<file path="config.mk">
export PLATFORM = sky130hd
export DESIGN_NAME = mcu_debug_responder
export DESIGN_NICKNAME = d
export VERILOG_FILES = /design/src/rtl/mcu_debug_responder.sv
export SDC_FILE = /design/constraint.sdc
export NUM_CORES = 1
export LEC_CHECK = 0
export ABC_CLOCK_PERIOD_IN_PS = 6800
export CORE_MARGIN = 8
export CORE_UTILIZATION = 40
export CTS_CLUSTER_SIZE = 40
export DETAILED_ROUTE_END_ITERATION = 8
export PLACE_DENSITY = 0.78
export SLEW_MARGIN = 10
export SYNTH_ARGS = -nofsm -noshare
export SYNTH_HDL_FRONTEND = slang
export SYNTH_SLANG_ARGS = --single-unit
</file>
<file path="constraint.sdc">
create_clock -name clk -period 6.8 [get_ports clk]
set_input_delay 1.36 -clock clk [delete_from_list [all_inputs] [get_ports clk]]
set_output_delay 1.36 -clock clk [all_outputs]
set_load 0.02 [all_outputs]
</file>
<file path="src/rtl/mcu_debug_responder.sv">
// Debug command endpoint for the RISC-V core: halts, resumes and resets the core,
// and gives register-file and memory access while the core is halted.
module mcu_debug_responder #(
   parameter int RST_CYCLES  = 4,
   parameter int MEM_TIMEOUT = 255
) (
   input  logic        clk,
   input  logic        rst,
   input  logic        valid,
   input  logic        pause,
   input  logic        resume,
   input  logic        reset,
   input  logic        reg_rd,
   input  logic        reg_wr,
   input  logic        mem_rd,
   input  logic        mem_wr,
   input  logic        mem_rw_byte,
   input  logic [31:0] addr,
   input  logic [31:0] d_in,
   output logic        mcu_busy,
   output logic [31:0] d_rd,
   output logic [31:0] pc,
   output logic        dbg_err,
   output logic        halted,
   output logic        core_pause,
   input  logic        core_at_boundary,
   input  logic [31:0] core_pc,
   output logic        core_reset,
   output logic [4:0]  rf_addr,
   output logic [31:0] rf_wd,
   output logic        rf_we,
   input  logic [31:0] rf_rd,
   output logic [31:0] mem_addr,
   output logic [31:0] mem_wd,
   output logic [3:0]  mem_be,
   output logic        mem_re,
   output logic        mem_we,
   input  logic [31:0] mem_rdata,
   input  logic        mem_ack
);

   typedef enum logic [2:0] {IDLE, HALT_WAIT, RST_PULSE, REG, MEM, DONE} state_t;
   typedef enum logic [2:0] {
      C_NONE, C_PAUSE, C_RESUME, C_RESET, C_REG_RD, C_REG_WR, C_MEM_RD, C_MEM_WR
   } cmd_t;

   state_t      state;
   cmd_t        cmd;
   cmd_t        cmd_sel;
   logic [3:0]  rst_cnt;
   logic [7:0]  to_cnt;
   logic        byte_acc;
   logic [1:0]  boff;

   function automatic logic [31:0] byte_lane(input logic [31:0] w, input logic [1:0] off);
      return {24'd0, w[8*off +: 8]};
   endfunction

   function automatic logic [3:0] byte_en(input logic is_byte, input logic [1:0] off);
      return is_byte ? (4'b0001 << off) : 4'hF;
   endfunction

   always_comb begin
      cmd_sel = C_NONE;
      if (pause)       cmd_sel = C_PAUSE;
      else if (resume) cmd_sel = C_RESUME;
      else if (reset)  cmd_sel = C_RESET;
      else if (reg_rd) cmd_sel = C_REG_RD;
      else if (reg_wr) cmd_sel = C_REG_WR;
      else if (mem_rd) cmd_sel = C_MEM_RD;
      else if (mem_wr) cmd_sel = C_MEM_WR;
   end

   always_ff @(posedge clk or posedge rst) begin
      if (rst) begin
         state      <= IDLE;
         cmd        <= C_NONE;
         rst_cnt    <= '0;
         to_cnt     <= '0;
         byte_acc   <= 1'b0;
         boff       <= '0;
         mcu_busy   <= 1'b0;
         d_rd       <= '0;
         pc         <= '0;
         dbg_err    <= 1'b0;
         halted     <= 1'b0;
         core_pause <= 1'b0;
         core_reset <= 1'b0;
         rf_addr    <= '0;
         rf_wd      <= '0;
         rf_we      <= 1'b0;
         mem_addr   <= '0;
         mem_wd     <= '0;
         mem_be     <= '0;
         mem_re     <= 1'b0;
         mem_we     <= 1'b0;
      end else begin
         dbg_err <= 1'b0;
         case (state)
            IDLE: begin
               if (valid && cmd_sel != C_NONE) begin
                  cmd      <= cmd_sel;
                  mcu_busy <= 1'b1;
                  case (cmd_sel)
                     C_PAUSE: begin
                        if (halted) state <= DONE;
                        else begin
                           core_pause <= 1'b1;
                           state      <= HALT_WAIT;
                        end
                     end
                     // resume spends a cycle in HALT_WAIT so its latency matches pause/reg
                     C_RESUME: state <= HALT_WAIT;
                     C_RESET: begin
                        core_reset <= 1'b1;
                        pc         <= '0;
                        rst_cnt    <= 4'(RST_CYCLES - 1);
                        state      <= RST_PULSE;
                     end
                     C_REG_RD, C_REG_WR: begin
                        if (!halted) begin
                           dbg_err <= 1'b1;
                           state   <= DONE;
                        end else begin
                           rf_addr <= addr[4:0];
                           rf_wd   <= d_in;
                           rf_we   <= (cmd_sel == C_REG_WR) && (addr[4:0] != 5'd0);
                           state   <= REG;
                        end
                     end
                     default: begin
                        if (!halted || (!mem_rw_byte && addr[1:0] != 2'b00)) begin
                           dbg_err <= 1'b1;
                           state   <= DONE;
                        end else begin
                           mem_addr <= {addr[31:2], 2'b00};
                           mem_be   <= byte_en(mem_rw_byte, addr[1:0]);
                           mem_wd   <= mem_rw_byte ? {4{d_in[7:0]}} : d_in;
                           mem_re   <= (cmd_sel == C_MEM_RD);
                           mem_we   <= (cmd_sel == C_MEM_WR);
                           byte_acc <= mem_rw_byte;
                           boff     <= addr[1:0];
                           to_cnt   <= '0;
                           state    <= MEM;
                        end
                     end
                  endcase
               end
            end
            HALT_WAIT: begin
               if (cmd == C_RESUME) begin
                  core_pause <= 1'b0;
                  halted     <= 1'b0;
                  state      <= DONE;
               end else if (core_at_boundary) begin
                  halted <= 1'b1;
                  pc     <= core_pc;
                  state  <= DONE;
               end
            end
            RST_PULSE: begin
               if (rst_cnt == 4'd0) begin
                  core_reset <= 1'b0;
                  state      <= DONE;
               end else begin
                  rst_cnt <= rst_cnt - 4'd1;
               end
            end
            REG: begin
               if (cmd == C_REG_RD) d_rd <= rf_rd;
               rf_we <= 1'b0;
               state <= DONE;
            end
            MEM: begin
               if (mem_ack) begin
                  if (mem_re) d_rd <= byte_acc ? byte_lane(mem_rdata, boff) : mem_rdata;
                  mem_re <= 1'b0;
                  mem_we <= 1'b0;
                  state  <= DONE;
               end else if (to_cnt == 8'(MEM_TIMEOUT - 1)) begin
                  mem_re  <= 1'b0;
                  mem_we  <= 1'b0;
                  d_rd    <= '0;
                  dbg_err <= 1'b1;
                  state   <= DONE;
               end else begin
                  to_cnt <= to_cnt + 8'd1;
               end
            end
            DONE: begin
               mcu_busy <= 1'b0;
               state    <= IDLE;
            end
            default: state <= IDLE;
         endcase
      end
   end

endmodule

</file>
==> Word-level counts from Yosys, hierarchy flattened <==
Index checks and enable logic that the tools add are counted.
Widths: inputs -> output; s select.
{ "totals": {"regBits": 196, "output_inout_bits": 177} }
{ "op_classes": {"n_addsub": 2, "eq_ne": 34, "shifts": 2, "n_mux": 75, "n_bitwise": 2, "reduce_logical": 35} }
{ "ops": {"columns": ["operator", "count"], "rows": [
  ["$mux 32", 10],
  ["$pmux 32 s2", 2],
  ["$mux 3", 15],
  ["$mux 8", 5],
  ["$shiftx 32x6->8", 1],
  ["$reduce_and 4->1", 7],
  ["$mux 1", 27],
  ["$ne 2x2->1 const B", 13],
  ["$eq 3x3->1 const B", 7],
  ["$mux 4", 4],
  ["$pmux 1 s2", 8],
  ["$pmux 8 s2", 1],
  ["$reduce_bool 2->1", 8],
  ["$eq 3x2->1 const B", 5],
  ["$pmux 3 s5", 1],
  ["$reduce_and 5->1", 3],
  ["$pmux 3 s4", 1],
  ["$ne 3x3->1 const B", 3],
  ["$add 8x1->8 const B", 1],
  ["$eq 8x8->1 const B", 1],
  ["$pmux 4 s2", 1],
  ["$eq 3x1->1 const B", 2],
  ["$ne 2x1->1 const B", 3],
  ["$reduce_and 2->1", 3],
  ["14 further kinds", 18]
]} }

==> Longest topological paths before layout <==
{ "logic_depth": {"word_depth": 13, "mapped_depth": 8, "mapped_depth_nobuf": 7} }

==> Worst setup path before layout <==
OpenSTA, ideal clock, no wires.
{ "synth_timing": {"path_kind": "in2reg", "start": "input port resume", "end": "register to_cnt[1]", "arrival_ns": 2.720, "required_ns": 6.675, "setup_slack_ns": 3.955, "path_stages": 5, "n_path_buf": 0, "path_cell_list": "or3_4 -> nor4_4 -> a21oi_1 -> a21oi_2 -> mux2_2"} }
{ "synth_between": {"elab_chain_len": 6, "word_cells_on_any_way": 13, "classes_between": "7 x eq/ne; 2 x mux; 4 x reduce/logical"} }
{ "synth_lines": {"columns": ["element", "line", "rtl"], "rows": [
  ["start, declared", "11", "input logic resume,"],
  ["$mux 3 (*)", "66", "else if (resume) cmd_sel = C_RESUME;"],
  ["$mux 3 (*)", "65", "if (pause) cmd_sel = C_PAUSE;"],
  ["$eq 3x3->1, or another cell as far along", "104", "case (cmd_sel)"],
  ["$reduce_or 5->1 (no source line) / $logic_and 1x1->1 (equally long branches)", null, null],
  ["$ne 2x2->1 (no source line)", null, null],
  ["$reduce_and 6->1 (no source line) (*)", null, null],
  ["end signal, assigned", "187", "to_cnt <= to_cnt + 8'd1;"],
  ["end, declared", "51", "logic [7:0] to_cnt;"]
]} }
Every way passes the cells marked *; elsewhere a longest branch is shown, timed or not.
A chain may end at the register's enable or synchronous reset.

==> Worst setup path in the final report <==
{ "layout_timing": {"start": "input port mem_ack", "end": "register d_rd[1]"} }
{ "layout_between": {"elab_chain_len": 2, "word_cells_on_any_way": 5, "classes_between": "2 x eq/ne; 2 x mux; 1 x reduce/logical"} }
{ "layout_lines": {"columns": ["element", "line", "rtl"], "rows": [
  ["start, declared", "39", "input logic mem_ack"],
  ["$ne 3x3->1 (no source line) / $mux 32 (equally long branches)", null, null],
  ["$reduce_and 4->1 (no source line) / $pmux 32 s2 (equally long branches)", null, null],
  ["end signal, assigned", "170", "if (cmd == C_REG_RD) d_rd <= rf_rd;"],
  ["end signal, assigned", "176", "if (mem_re) d_rd <= byte_acc ? byte_lane(mem_rdata, boff) : mem_rdata;"],
  ["end, declared", "21", "output logic [31:0] d_rd,"]
]} }
Several ways; a longest one is shown, not always the timed one.

==> metrics <==
gpl congestion=roughly 0.85; cell area power density=366 mW/mm²; Buf/Inv on CP=2; Worst EP required=about 7.1 ns; static leakage=about 5.8 nW; DP Worst Slack=between 2 and 3 ns; fin crit period=roughly 3.4 ns; Post-synth ARST share=1.00; DR WL/cell=between 15 and 20 µm; hold_ws=0.468 ns; Worst-Margin Slew=1.07 ns; sequential area share after synthesis=0.560; chip width=~160 µm; Met1 Wirelength=~11000 µm; uppermost layer routed=met4; Rel. slew slack=0.285; number of remaining DRC errors=0; final setup TNS=0 ns; Syn Area/Cell=slightly below 10 µm²; Worst Slack Setup Final=about 3.4 ns; DRT antenna net count=0; Clk Latency, worst-skew pair=0.43 ns; Final nets=around 1400; post-layout util=0.601; critical-path maximum fanout=64; worst path cell trace=clkdlybuf4s50_1, nor4b_4, o21ai_0, o21ai_4, buf_4, nor2b_1, a21oi_1; TritonRoute pass-1 iters=5; Starting Density=0.404; final cycle utilization of the critical path=0.506; final setup vio count=0; post-synth top area share=0.560; Max Fclk=around 290 MHz; synthesized instance count=a little under 900; Final Hold Viols=0; Worst Skew=~0.015 ns; Worst-path clk slew=~0.080 ns; synth warn=0; Clock Sink Count=a little under 200; vias per cell=between 5 and 6; first-pass GRT wire length=~44000 µm; CTS Buf Count=17; Post-synth EDFFs=0; vias in the first global route=a little under 8000; initial antenna violation count=1; met2 wire length=roughly 15000 µm; DP HPWL=21400 µm; Layout Area Growth over Synthesis=48.6%; Die Area=roughly 0.027 mm²; final WL=28800 µm; Synth cell types=61; Worst setup EP type=register; clk root buf=clkbuf_16; Max-Cap Viols=0; Worst Setup Start Kind=input pin; cell area after synthesis=between 0.008 and 0.009 mm²; core area=0.0217 mm²; Resize count post-CTS=0; Clock Tree Buf Depth=2; io pins=350; Worst IR Drop VDD=roughly 0.17 mV; total grt overflow=0; cell taking the most area after synthesis=dfrtp_1; IO Port Bufs=between 300 and 400; Placement Cell Area=roughly 0.012 mm²; Hold Path Class=register to register; count of pins over their slew limit=0; row count=between 50 and 60; unrepaired setup endpoints after global routing=false; crit-path leading delay family=buffers and inverters; WS Path Type=input pin to register; hold buffer count at cts=0; slowest CP cell=clkdlybuf4s50_1; proportion of layout cells with a drive suffix above 1=0.0689; drt first-iter violations=571; Synth Flop Type=dfrtp_1; via count=around 7600; Die Span Y=approximately 160 µm; Tot GR Track Use=0.210; crit path DAT=about 3.8 ns; Yosys reg bits=between 150 and 200; # Post-CTS Setup Buffers=0; largest net degree at the start of global routing=76; CTS tree=built; outcome=completed; H-tree depth=4; top cells by area, synth=dfrtp_1 56%, nand2_1 11%, o21ai_0 5.1%; max incr delay on CP=0.66 ns; Design Area, Final=around 0.013 mm²; Met3 Wirelength=approximately 2500 µm
flip-flops by register name, summed over array words and instances, names as in the netlist:
signal and cells:
mem_be 4, byte_acc 1, state 3, mem_wd 32, mem_re 1, rf_we 1, to_cnt 8, core_reset 1
halted 1, cmd 3, rf_wd 32, dbg_err 1, d_rd 32, core_pause 1, mem_we 1, pc 32
rf_addr 5, boff 2, rst_cnt 4, mcu_busy 1, mem_addr 30
final cells by class:
class,instances,area (µm²)
clock buffers,17,425
multi-input cells,623,3570
clock inverters,14,168
well taps,280,350
diodes,1,2.50
repair buffers,357,3540
fillers,1812,8660
flip-flops and latches,196,4900
inverters,13,56.3
final timing paths:
kind	end	depth (start not counted)	startpoint	slack [ns]
min in group asynchronous	d_rd[30]	2	rst	1.42
max in group asynchronous	mem_wd[11]	3	rst	4.16
max	d_rd[1]	7	mem_ack	3.36
min	mem_wd[0]	2	mem_wd[0]	0.47
max reg2reg	mem_be[0]	5	state[1]	4.17
min reg2reg	mem_wd[0]	2	mem_wd[0]	0.47
cells in the mapped netlist (5+ instances only):
cell / n
nand2_1: 261
dfrtp_1: 196
o21ai_0: 90
a21oi_1: 30
nor2_1: 27
a22oi_1: 25
clkbuf_1: 25
mux2_2: 25
mux2i_1: 25
buf_2: 22
mux2_1: 21
o21ai_1: 16
inv_1: 12
o221ai_1: 7
o22ai_1: 7
a211oi_1: 6
nor3_1: 5
nor3b_1: 5
layer usage:
layer  up-vias  track usage
li1       3692            -
met1      3610        0.242
met2       269        0.368
met3        20       0.0777
met4         0       0.0455
met5         -            0
power breakdown:
group / total [W] / leakage, nW / switching [W] / internal (W)
Combinational: 0.00200 / 2.87 / 0.00108 / 0.000917
Clock: 0.00102 / 0.291 / 0.000493 / 0.000524
Sequential: 0.00176 / 2.62 / 0.000239 / 0.00152
metrics by stage:
stage,instances,total power (W)
global route,1501,0.00504
CTS,1500,0.00482
floorplan,885,0.00279
global placement,1469,0.00375
detailed placement,1469,0.00379
finish,1501,0.00477
cells by family (layout without fill, tap and decap cells):
family / after synthesis / count (layout) / share of synthesized area
mux: 71 / 71 / 0.0876
other cells: 1 / 3 / 0.000428
flops: 196 / 196 / 0.560
buf+inv: 66 / 401 / 0.0357
simple gates: 335 / 335 / 0.168
compound gates: 211 / 211 / 0.143
fa+ha+maj: 4 / 4 / 0.00571
layout by cell type, fill, tap and decap left out, types with 5 or more instances in the layout:
master | Yosys | final
a211oi_1 | 6 | 6
a21oi_1 | 30 | 30
a22oi_1 | 25 | 25
buf_4 | 2 | 10
clkbuf_16 | 0 | 17
clkdlybuf4s50_1 | 0 | 346
dfrtp_1 | 196 | 196
inv_1 | 12 | 11
mux2_1 | 21 | 21
mux2_2 | 25 | 25
mux2i_1 | 25 | 25
nand2_1 | 261 | 261
nor2_1 | 27 | 27
nor3_1 | 5 | 5
nor3b_1 | 5 | 5
o21ai_0 | 90 | 90
o21ai_1 | 16 | 16
o221ai_1 | 7 | 7
o22ai_1 | 7 | 7
worst reg2reg max path: cells and delay by family (launching register included):
family	cells	cell delay (ns)
AOI/OAI and AO/OA	1	0.14
DFF	1	0.59
and+or+nand+nor	4	1.78
(Power assumes the default switching activity.)
